File: src/rtl/score_display_scan.sv
// Multi-channel score readout: serial binary-to-BCD conversion with saturation, atomic commit,
// and scanned 7-segment output. Define SCORE_BLINK_EN to build the per-channel blink feature.
module score_display_scan #(
    parameter int VALUE_W      = 7,
    parameter int DIGITS       = 2,
    parameter int CHANNELS     = 2,
    parameter int SCAN_DIV     = 100000,
    parameter int BLINK_FRAMES = 64
) (
    input  logic                          clk,
    input  logic                          rst_n,
    input  logic [CHANNELS*VALUE_W-1:0]   value,
    input  logic                          load,
    input  logic [CHANNELS-1:0]           blink,
    output logic                          busy,
    output logic [CHANNELS-1:0]           overflow,
    output logic [CHANNELS*DIGITS-1:0]    an,
    output logic [6:0]                    seg
);

    localparam int SLOTS  = CHANNELS * DIGITS;
    localparam int SLOT_W = (SLOTS > 1) ? $clog2(SLOTS) : 1;
    localparam int DIV_W  = (SCAN_DIV > 1) ? $clog2(SCAN_DIV) : 1;
    localparam int BIT_W  = (VALUE_W > 1) ? $clog2(VALUE_W) : 1;
    localparam int CH_W   = (CHANNELS > 1) ? $clog2(CHANNELS) : 1;
    localparam int BCD_W  = 4 * DIGITS;

    function automatic logic [63:0] pow10(input int unsigned n);
        logic [63:0] r;
        r = 64'd1;
        for (int unsigned i = 0; i < n; i++) r = r * 64'd10;
        return r;
    endfunction

    localparam logic [63:0] MAX_DEC = pow10(DIGITS) - 64'd1;

    function automatic logic [6:0] seg_pattern(input logic [3:0] d);
        case (d)
            4'd0:    return 7'b1111110;
            4'd1:    return 7'b0110000;
            4'd2:    return 7'b1101101;
            4'd3:    return 7'b1111001;
            4'd4:    return 7'b0110011;
            4'd5:    return 7'b1011011;
            4'd6:    return 7'b1011111;
            4'd7:    return 7'b1110010;
            4'd8:    return 7'b1111111;
            4'd9:    return 7'b1111011;
            default: return 7'b0000000;
        endcase
    endfunction

    // One shift-add-3 step: correct every digit >= 5, then shift the next binary bit in.
    function automatic logic [BCD_W-1:0] dd_step(input logic [BCD_W-1:0] a, input logic b);
        logic [BCD_W-1:0] t;
        t = a;
        for (int unsigned d = 0; d < DIGITS; d++)
            if (t[d*4 +: 4] >= 4'd5) t[d*4 +: 4] = t[d*4 +: 4] + 4'd3;
        return {t[BCD_W-2:0], b};
    endfunction

    typedef enum logic [1:0] {IDLE, CONV, COMMIT} state_t;

    state_t                      state;
    logic [CHANNELS*VALUE_W-1:0] cap;
    logic [CHANNELS-1:0]         sat;
    logic                        pending;
    logic [CH_W-1:0]             ch;
    logic [BIT_W-1:0]            bit_idx;
    logic [BCD_W-1:0]            acc;
    logic [CHANNELS*BCD_W-1:0]   res;
    logic [CHANNELS*BCD_W-1:0]   disp;

    logic [CHANNELS-1:0]         value_sat;
    logic                        cur_bit;
    logic [BCD_W-1:0]            acc_next;
    logic [CHANNELS*BCD_W-1:0]   commit_bcd;

    always_comb begin
        value_sat = '0;
        for (int unsigned c = 0; c < CHANNELS; c++)
            value_sat[c] = 64'(value[c*VALUE_W +: VALUE_W]) > MAX_DEC;
    end

    always_comb begin
        cur_bit = 1'b0;
        for (int unsigned c = 0; c < CHANNELS; c++)
            for (int unsigned b = 0; b < VALUE_W; b++)
                if (ch == CH_W'(c) && bit_idx == BIT_W'(VALUE_W - 1 - b))
                    cur_bit = cap[c*VALUE_W + b];
    end

    assign acc_next = dd_step(acc, cur_bit);

    always_comb begin
        commit_bcd = '0;
        for (int unsigned c = 0; c < CHANNELS; c++)
            commit_bcd[c*BCD_W +: BCD_W] = sat[c] ? {DIGITS{4'd9}} : res[c*BCD_W +: BCD_W];
    end

    always_ff @(posedge clk or negedge rst_n) begin
        if (!rst_n) begin
            state    <= IDLE;
            cap      <= '0;
            sat      <= '0;
            pending  <= 1'b0;
            ch       <= '0;
            bit_idx  <= '0;
            acc      <= '0;
            res      <= '0;
            disp     <= '0;
            busy     <= 1'b0;
            overflow <= '0;
        end else begin
            case (state)
                IDLE: begin
                    if (load) begin
                        cap     <= value;
                        sat     <= value_sat;
                        ch      <= '0;
                        bit_idx <= '0;
                        acc     <= '0;
                        busy    <= 1'b1;
                        state   <= CONV;
                    end
                end
                CONV: begin
                    if (load) pending <= 1'b1;
                    if (bit_idx == BIT_W'(VALUE_W - 1)) begin
                        for (int unsigned c = 0; c < CHANNELS; c++)
                            if (ch == CH_W'(c)) res[c*BCD_W +: BCD_W] <= acc_next;
                        acc     <= '0;
                        bit_idx <= '0;
                        if (ch == CH_W'(CHANNELS - 1)) state <= COMMIT;
                        else                           ch    <= ch + 1'b1;
                    end else begin
                        acc     <= acc_next;
                        bit_idx <= bit_idx + 1'b1;
                    end
                end
                COMMIT: begin
                    disp     <= commit_bcd;
                    overflow <= sat;
                    // A load arriving in the commit cycle itself is folded into the pending restart.
                    if (pending || load) begin
                        pending <= 1'b0;
                        cap     <= value;
                        sat     <= value_sat;
                        ch      <= '0;
                        bit_idx <= '0;
                        acc     <= '0;
                        state   <= CONV;
                    end else begin
                        busy  <= 1'b0;
                        state <= IDLE;
                    end
                end
                default: state <= IDLE;
            endcase
        end
    end

    logic [DIV_W-1:0]  div_cnt;
    logic [SLOT_W-1:0] slot;
    logic              div_wrap;

    assign div_wrap = (div_cnt == DIV_W'(SCAN_DIV - 1));

    always_ff @(posedge clk or negedge rst_n) begin
        if (!rst_n) begin
            div_cnt <= '0;
            slot    <= '0;
        end else if (div_wrap) begin
            div_cnt <= '0;
            slot    <= (slot == SLOT_W'(SLOTS - 1)) ? '0 : slot + 1'b1;
        end else begin
            div_cnt <= div_cnt + 1'b1;
        end
    end

`ifdef SCORE_BLINK_EN
    localparam int FR_W = (BLINK_FRAMES > 1) ? $clog2(BLINK_FRAMES) : 1;

    logic [FR_W-1:0] frame_cnt;
    logic            phase;

    always_ff @(posedge clk or negedge rst_n) begin
        if (!rst_n) begin
            frame_cnt <= '0;
            phase     <= 1'b0;
        end else if (div_wrap && slot == SLOT_W'(SLOTS - 1)) begin
            if (frame_cnt == FR_W'(BLINK_FRAMES - 1)) begin
                frame_cnt <= '0;
                phase     <= ~phase;
            end else begin
                frame_cnt <= frame_cnt + 1'b1;
            end
        end
    end
`else
    logic unused_blink;
    assign unused_blink = ^blink;
`endif

    logic [3:0] cur_digit;
    logic       upper_zero;
    logic       lz_blank;
    logic       blink_blank;

    always_comb begin
        cur_digit   = '0;
        upper_zero  = 1'b1;
        lz_blank    = 1'b0;
        blink_blank = 1'b0;
        for (int unsigned c = 0; c < CHANNELS; c++) begin
            for (int unsigned d = 0; d < DIGITS; d++) begin
                if (slot == SLOT_W'(c*DIGITS + d)) begin
                    cur_digit  = disp[(c*DIGITS + d)*4 +: 4];
                    upper_zero = 1'b1;
                    for (int unsigned k = d; k < DIGITS; k++)
                        if (disp[(c*DIGITS + k)*4 +: 4] != 4'd0) upper_zero = 1'b0;
                    lz_blank = (d != 0) && upper_zero;
`ifdef SCORE_BLINK_EN
                    blink_blank = phase & blink[c];
`endif
                end
            end
        end
    end

    // Anode and segment share one register stage so they always switch on the same edge.
    always_ff @(posedge clk or negedge rst_n) begin
        if (!rst_n) begin
            an  <= '1;
            seg <= '1;
        end else begin
            an  <= ~(SLOTS'(1) << slot);
            seg <= (lz_blank || blink_blank) ? 7'b1111111 : ~seg_pattern(cur_digit);
        end
    end

endmodule
File: config.mk
export PLATFORM = sky130hd
export DESIGN_NAME = score_display_scan
export DESIGN_NICKNAME = d
export VERILOG_FILES = /design/src/rtl/score_display_scan.sv
export SDC_FILE = /design/constraint.sdc
export NUM_CORES = 1
export LEC_CHECK = 0
export ABC_AREA = 1
export BUFFER_PORTS_ARGS = -buffer_cell sky130_fd_sc_hd__buf_4
export CORE_AREA = 5 5 93 95
export DETAILED_ROUTE_END_ITERATION = 12
export DIE_AREA = 0 0 98 100
export PLACE_DENSITY = 0.86
export SYNTH_ARGS = -nofsm -noshare
export SYNTH_HDL_FRONTEND = slang
export SYNTH_SLANG_ARGS = --single-unit
File: constraint.sdc
create_clock -name clk -period 2.4 [get_ports clk]
set_clock_uncertainty 0.2 [all_clocks]
set_input_delay 0.36 -clock clk [delete_from_list [all_inputs] [get_ports clk]]
set_output_delay 0.36 -clock clk [all_outputs]
set_load 0.005 [all_outputs]
==> results.sh, run 1 <==
export IMPL_n_antenna_cell=0
export IMPL_reg2reg_from="slot[1]$_DFFE_PN0N_"
export IMPL_maxSlewViolCount=0
export IMPL_hold_class="in -> reg"
export IMPL_numCtsBuffers=9
export IMPL_cpMostUsedCell="inv_1"
export IMPL_synth_seq_cells=96
export IMPL_setup_ws_ns=0.200
export IMPL_nNetsFinal=600
export IMPL_r2r_slack_ns=0.20
export IMPL_dr_total_vias=3622
export IMPL_grt_pass1_wl_mm=15.8
export IMPL_cpMaxStageDelayCell="dfrtp_1"
export IMPL_synth_area_mm2=0.00450
export IMPL_slew_headroom=0.619
export IMPL_cpLargestDelayFamily="compound AO/OA/AOI/OAI gates"
export IMPL_clk_latency_ns=0.36
export IMPL_pin_count=33
export IMPL_p_leak_nw=2.55
export IMPL_ir_worst_vdd_mv=0.494
export IMPL_end_kind="flop"
export IMPL_crit_path_start_kind="flop"
export IMPL_cts_tree="built"
export IMPL_rows=32
export IMPL_top_usage_layer="met2"
export IMPL_netlist_instances=520
export IMPL_area_growth_pct=14.4
export IMPL_cp_depth=13
export IMPL_antenna_found_initial=0
export IMPL_path_max_fanout=5
export IMPL_syn_nets=554
export IMPL_fin_crit_sh=0.917
export IMPL_endpoint="seg[3]$_DFF_PN1_"
export IMPL_grt_pass1_vias=3643
export IMPL_final_common_cell="nand2_1"
export IMPL_drc_errors=0
export IMPL_tightest_slew_ns=0.565
export IMPL_wirelength_mm=9.28
export IMPL_worstPathCellList="inv_1 > ha_1 > inv_1 > nor2_2 > nand2_1 > o211ai_1 > o21ai_2 > inv_1 > ha_1 > o21ai_1 > inv_1 > nand2_1 > nand2_1"
export IMPL_dpl_hpwl_mm=6.85
export IMPL_met2_usage=0.349
export IMPL_critPathKind="reg -> reg"
export IMPL_timing_rr_end="seg[3]$_DFF_PN1_"
export IMPL_groute_usage_overall=0.197
export IMPL_synthFlopType="dfrtp_1"
export IMPL_die_h_um=100
export IMPL_die_x_um=98
export IMPL_synth_cell_types=35
export IMPL_firstDrtPassIters=5
export IMPL_gr_total_overflow=0
export IMPL_dr_first_iter_drc_count=186
export IMPL_hold_viol_final=0
export IMPL_final_cell_mix="nand2_1, dfrtp_1, inv_1, o21ai_0, nor2_1"
export IMPL_start_util=0.588
export IMPL_synthArstFlopShare=1.00
export IMPL_grt_met1_usage=0.233
export IMPL_place_congestion=0.862
export IMPL_avgSynthCellArea_um2=8.65
export IMPL_arrival_ns=2.30
export IMPL_via_per_inst=5.38
export IMPL_die_area_mm2=0.00980
export IMPL_max_freq_mhz=454
export IMPL_wl_per_cell_um=13.8
export IMPL_place_area_mm2=0.00487
export IMPL_grt_max_degree=62
export IMPL_maxCapViolations=0
export IMPL_outcome="completed"
export IMPL_synth_edf_count=0
export IMPL_stdcell_area_mm2=0.00514
export IMPL_met3_usage=0.0354
export IMPL_core_area_mm2=0.00765
export IMPL_crit_required_ns=2.50
export IMPL_setup_violations=0
export IMPL_reg2reg_depth=13
export IMPL_cpPeakStageDelay_ns=0.39
export IMPL_min_from="value[9]"
export IMPL_path_clk_slew_ns=0.10
export IMPL_clockRootBuffer="clkbuf_8"
export IMPL_powerDensity_mw_per_mm2=1110
export IMPL_period_needed_ns=2.20
export IMPL_io_buffers=30
export IMPL_cts_path_max_buffers=2
export IMPL_detail_route_antenna_nets=0
export IMPL_yosys_warnings=0
export IMPL_cts_sink_count=96
export IMPL_yosys_top_cells_area="dfrtp_1, nand2_1, dfstp_2"
export IMPL_crit_buf_inv=4
export IMPL_yosys_area_top_type="dfrtp_1"
export IMPL_yosysTopAreaCellShare=0.473
export IMPL_synth_seq_area_share=0.537
export IMPL_drive_gt1_frac=0.173
export IMPL_h_tree_depth=3
export IMPL_place_ws_ns=-0.0236
export IMPL_startpoint="slot[1]$_DFFE_PN0N_"
what timing repair did:
action	4_1_cts	5_1_grt
gates resized for setup	1	8
endpoints found under the hold margin	29	0
hold buffers	6	0
setup buffers	0	0
endpoints found under the setup margin	1	5
worst reg2reg max path, cell delays in order, from the launching register on:
cell	delay [ns]
dfrtp_1	0.39
inv_1	0.09
ha_1	0.21
inv_1	0.10
nor2_2	0.07
nand2_1	0.08
o211ai_1	0.12
o21ai_2	0.24
inv_1	0.12
ha_1	0.22
o21ai_1	0.16
inv_1	0.06
nand2_1	0.05
nand2_1	0.05
metrics by stage:
stage | utilization | power (W) | cells | hold WS, ns | setup TNS (ns)
2_1_floorplan | - | 0.00393 | 520 | -0.136 | 0
3_3_place_gp | 0.637 | 0.00448 | 651 | 0.130 | 0
3_5_place_dp | 0.637 | 0.00463 | 651 | 0.139 | -0.0236
4_1_cts | 0.670 | 0.00569 | 673 | 0.000247 | 0
5_1_grt | 0.673 | 0.00615 | 673 | 0.0174 | -0.00173
6_report | 0.673 | 0.00570 | 673 | 0.0102 | 0
flip-flops by register name, indices dropped and copies added (netlist names):
register	flops
acc	8
an	4
bit_idx	3
busy	1
cap	14
ch	1
disp	16
div_cnt	17
overflow	2
pending	1
res	16
sat	2
seg	7
slot	2
state	2
worst min-delay path by stage:
stage | end | slack, ns | depth (start not counted)
after floorplan | acc[0]$_DFFE_PN0P_ | -0.14 | 0
after global placement | div_cnt[12]$_DFF_PN0_ | 0.13 | 1
after detailed placement | div_cnt[12]$_DFF_PN0_ | 0.14 | 1
after CTS | cap[9]$_DFFE_PN0P_ | 0.0002 | 3
after global routing | cap[13]$_DFFE_PN0P_ | 0.02 | 3
final | cap[9]$_DFFE_PN0P_ | 0.01 | 3
cell type report:
cell class | instances | area [um2]
multi-input cells | 330 | 1730
inverters | 89 | 348
repair buffers | 40 | 328
well taps | 102 | 128
clock buffers | 10 | 128
clock inverters | 6 | 67.6
fillers | 600 | 2500
flip-flops and latches | 96 | 2420
power breakdown:
part / internal [W] / switching [W] / total, W
sequential: 0.00225 / 0.000375 / 0.00263
combinational: 0.000764 / 0.00126 / 0.00203
clock: 0.000488 / 0.000566 / 0.00105
routing by layer:
layer,wire length (um),share of wire
met5,0,0
met4,289,0.031
met2,4760,0.51
met3,419,0.045
met1,3820,0.41
synthesized netlist by cell type (2+ instances only):
master     instances
a21oi_1           18
a22o_1             4
a31oi_1            3
clkbuf_1           4
dfrtp_1           85
dfstp_2           11
ha_1              15
inv_1             75
inv_2             12
nand2_1          128
nand2_2            2
nand3_1           14
nand3_2            3
nand4_1            6
nor2_1            40
nor2_2             8
nor2_4             2
nor3_1             4
nor4_1             3
o2111ai_1          3
o21ai_0           44
o21ai_1           12
o22a_1             2
o22ai_1            6
o31ai_1            3
xor2_1             4
logic make-up (layout without fill, tap and decap cells):
logic type      count (synthesis)  in the layout  synth area share
compound gates                 98             98             0.123
xor+xnor                        4              4           0.00779
fa+ha+maj                      15             15            0.0417
buf+inv                        94            145            0.0818
flops                          96             96             0.537
simple gates                  213            213             0.208
No activity file was read; power rests on OpenSTA's default activity.
==> inputs of run 2 (changes only) <==
--- a/config.mk
+++ b/config.mk
@@ -7,10 +7,11 @@
 export LEC_CHECK = 0
 export ABC_AREA = 1
 export BUFFER_PORTS_ARGS = -buffer_cell sky130_fd_sc_hd__buf_4
-export CORE_AREA = 5 5 93 95
+export CORE_AREA = 5 5 92 94
+export CTS_BUF_LIST = sky130_fd_sc_hd__clkbuf_2
 export DETAILED_ROUTE_END_ITERATION = 12
-export DIE_AREA = 0 0 98 100
-export PLACE_DENSITY = 0.86
+export DIE_AREA = 0 0 97 99
+export PLACE_DENSITY = 0.88
 export SYNTH_ARGS = -nofsm -noshare
 export SYNTH_HDL_FRONTEND = slang
 export SYNTH_SLANG_ARGS = --single-unit
==> constraint.sdc (replaced) <==
create_clock -name clk -period 2.12 [get_ports clk]
set_clock_uncertainty 0.2 [all_clocks]
set_input_delay 0.318 -clock clk [delete_from_list [all_inputs] [get_ports clk]]
set_output_delay 0.318 -clock clk [all_outputs]
set_load 0.005 [all_outputs]
==> run 2 against run 1 <==
Net effect: the flow now finishes with violations (negative setup slack); non-clock buffer count grew 49; first-iteration DRC count rose by 25%; core utilization up 9.2 points; die area decreased by 2.0%; design area is 12% higher; global-route usage grew 3.3 points; largest cell class unchanged; critical endpoint is now seg[2]$_DFF_PN1_.
==> results.sh, run 2 (same netlist as run 1, synthesis figures left out) <==
export IMPL_path_max_fanout=4
export IMPL_cts_sink_count=96
export IMPL_cts_tree="built"
export IMPL_die_x_um=97
export IMPL_clk_latency_ns=0.56
export IMPL_n_antenna_cell=0
export IMPL_p_total_w=0.00676
export IMPL_nNetsFinal=649
export IMPL_h_tree_depth=3
export IMPL_grt_met1_usage=0.270
export IMPL_start_util=0.594
export IMPL_end_kind="flop"
export IMPL_setup_ws_ns=-0.115
export IMPL_hold_class="in -> async"
export IMPL_setup_tns_ns=-0.226
export IMPL_largest_reg_flops=17
export IMPL_arrival_ns=2.57
export IMPL_critPathKind="reg -> reg"
export IMPL_hold_worst_slack_ns=0.105
export IMPL_period_needed_ns=2.24
export IMPL_dr_first_iter_drc_count=233
export IMPL_groute_usage_overall=0.231
export IMPL_grt_pass1_vias=4011
export IMPL_final_cell_mix="nand2_1, dfrtp_1, buf_4, inv_1, o21ai_0"
export IMPL_crit_path_start_kind="flop"
export IMPL_grt_max_degree=48
export IMPL_ir_worst_vdd_mv=0.634
export IMPL_path_clk_slew_ns=0.26
export IMPL_final_common_cell="nand2_1"
export IMPL_p_leak_nw=2.80
export IMPL_rows=32
export IMPL_maxCapViolations=0
export IMPL_dpl_hpwl_mm=7.27
export IMPL_tightest_slew_ns=0.824
export IMPL_slew_headroom=0.449
export IMPL_met3_usage=0.0467
export IMPL_met2_usage=0.413
export IMPL_via_per_inst=5.61
export IMPL_pin_count=33
export IMPL_cts_path_max_buffers=2
export IMPL_die_h_um=99
export IMPL_core_area_mm2=0.00757
export IMPL_max_freq_mhz=447
export IMPL_drive_gt1_frac=0.310
export IMPL_reg_top3="div_cnt (17), disp (16), res (16)"
export IMPL_antenna_found_initial=0
export IMPL_clockRootBuffer="clkbuf_2"
export IMPL_setup_violations=3
export IMPL_violations="negative setup slack"
export IMPL_n_fill_cell=470
export IMPL_io_buffers=30
export IMPL_hold_viol_final=0
export IMPL_maxSlewViolCount=0
export IMPL_top_register="div_cnt"
export IMPL_firstDrtPassIters=7
export IMPL_grt_pass1_wl_mm=18.2
export IMPL_top_usage_layer="met2"
export IMPL_area_growth_pct=28.7
export IMPL_powerDensity_mw_per_mm2=1170
export IMPL_wl_per_cell_um=15.7
export IMPL_gr_total_overflow=0
export IMPL_dr_total_vias=4053
export IMPL_wirelength_mm=11.3
export IMPL_die_area_mm2=0.00960
export IMPL_utilization=0.765
export IMPL_numCtsBuffers=9
export IMPL_crit_required_ns=2.45
export IMPL_outcome="complete, but fails checks"
export IMPL_fin_crit_sh=1.05
export IMPL_drc_errors=0
export IMPL_rsz0062_at_grt="yes"
export IMPL_detail_route_antenna_nets=0
export IMPL_place_congestion=0.958
run 2: cell count changes in the layout (fill, tap and decap cells not counted), moves of 5 or more:
cell / delta
nand2_1: -15
o21ai_2: +5
ha_4: +10
nand3_1: -5
nand2_2: +13
dlygate4sd3_1: +11
inv_1: -13
clkbuf_8: -9
ha_1: -11
inv_2: +9
clkbuf_2: +10
buf_4: +33
run 2: area by class of cell:
class | count | area (um2) | area share
Clock buffer | 10 | 50.0 | 0.00865
Clock inverter | 6 | 36.3 | 0.00627
Inverter | 89 | 358 | 0.0619
Multi-Input combinational cell | 330 | 2050 | 0.354
Sequential cell | 96 | 2420 | 0.418
Tap cell | 102 | 128 | 0.0221
Timing Repair Buffer | 89 | 746 | 0.129
run 2: worst paths after layout:
check	startpoint	endpoint	slack [ns]	cells after the start
worst max-delay path	slot[0]$_DFFE_PN0N_	seg[2]$_DFF_PN1_	-0.12	11
worst min-delay path	rst_n	an[2]$_DFF_PN1_	0.11	2
worst max register to register	slot[0]$_DFFE_PN0N_	seg[2]$_DFF_PN1_	-0.12	11
worst min register to register	res[15]$_DFFE_PN0P_	disp[15]$_DFFE_PN0N_	0.29	1
max in group asynchronous	rst_n	div_cnt[9]$_DFF_PN0_	0.34	3
min in group clk	value[8]	cap[8]$_DFFE_PN0P_	0.29	4
run 2: per-stage QoR:
step / cells / instance area [um2] / setup WS [ns]
final: 722 / 5790 / -0.115
after CTS: 709 / 5380 / 0.000349
after global routing: 722 / 5790 / -0.228
after global placement: 671 / 5020 / -0.0714
after detailed placement: 671 / 5020 / -0.257
after floorplan: 520 / 4500 / 0.0323
run 2: layer usage:
layer	part of all wire	routed length (um)
met1	0.38	4320
met4	0.041	459
met5	0	0
met2	0.52	5840
met3	0.062	706
run 2: critical path, stage by stage, from the launching register on:
cell,delay (ns)
dfrtp_2,0.51
inv_4,0.10
ha_4,0.17
nor2_4,0.05
nand2_1,0.08
o211ai_1,0.13
o21ai_2,0.28
buf_4,0.17
ha_4,0.14
inv_1,0.05
nor3_2,0.23
o21ai_2,0.09
run 2: where the power goes:
group | internal [W] | total (W) | switching [W]
registers | 0.00253 | 0.00297 | 0.000433
clock network | 0.000150 | 0.000764 | 0.000613
logic | 0.00121 | 0.00303 | 0.00182
run 2: timing repair:
item / 4_1_cts / 5_1_grt
cloned: 0 / 0
hold buffers: 17 / 0
hold endpoints to repair: 115 / 0
pin swaps: 5 / 36
resized for setup: 22 / 78
setup buffers: 5 / 14
setup endpoints to repair: 8 / 17
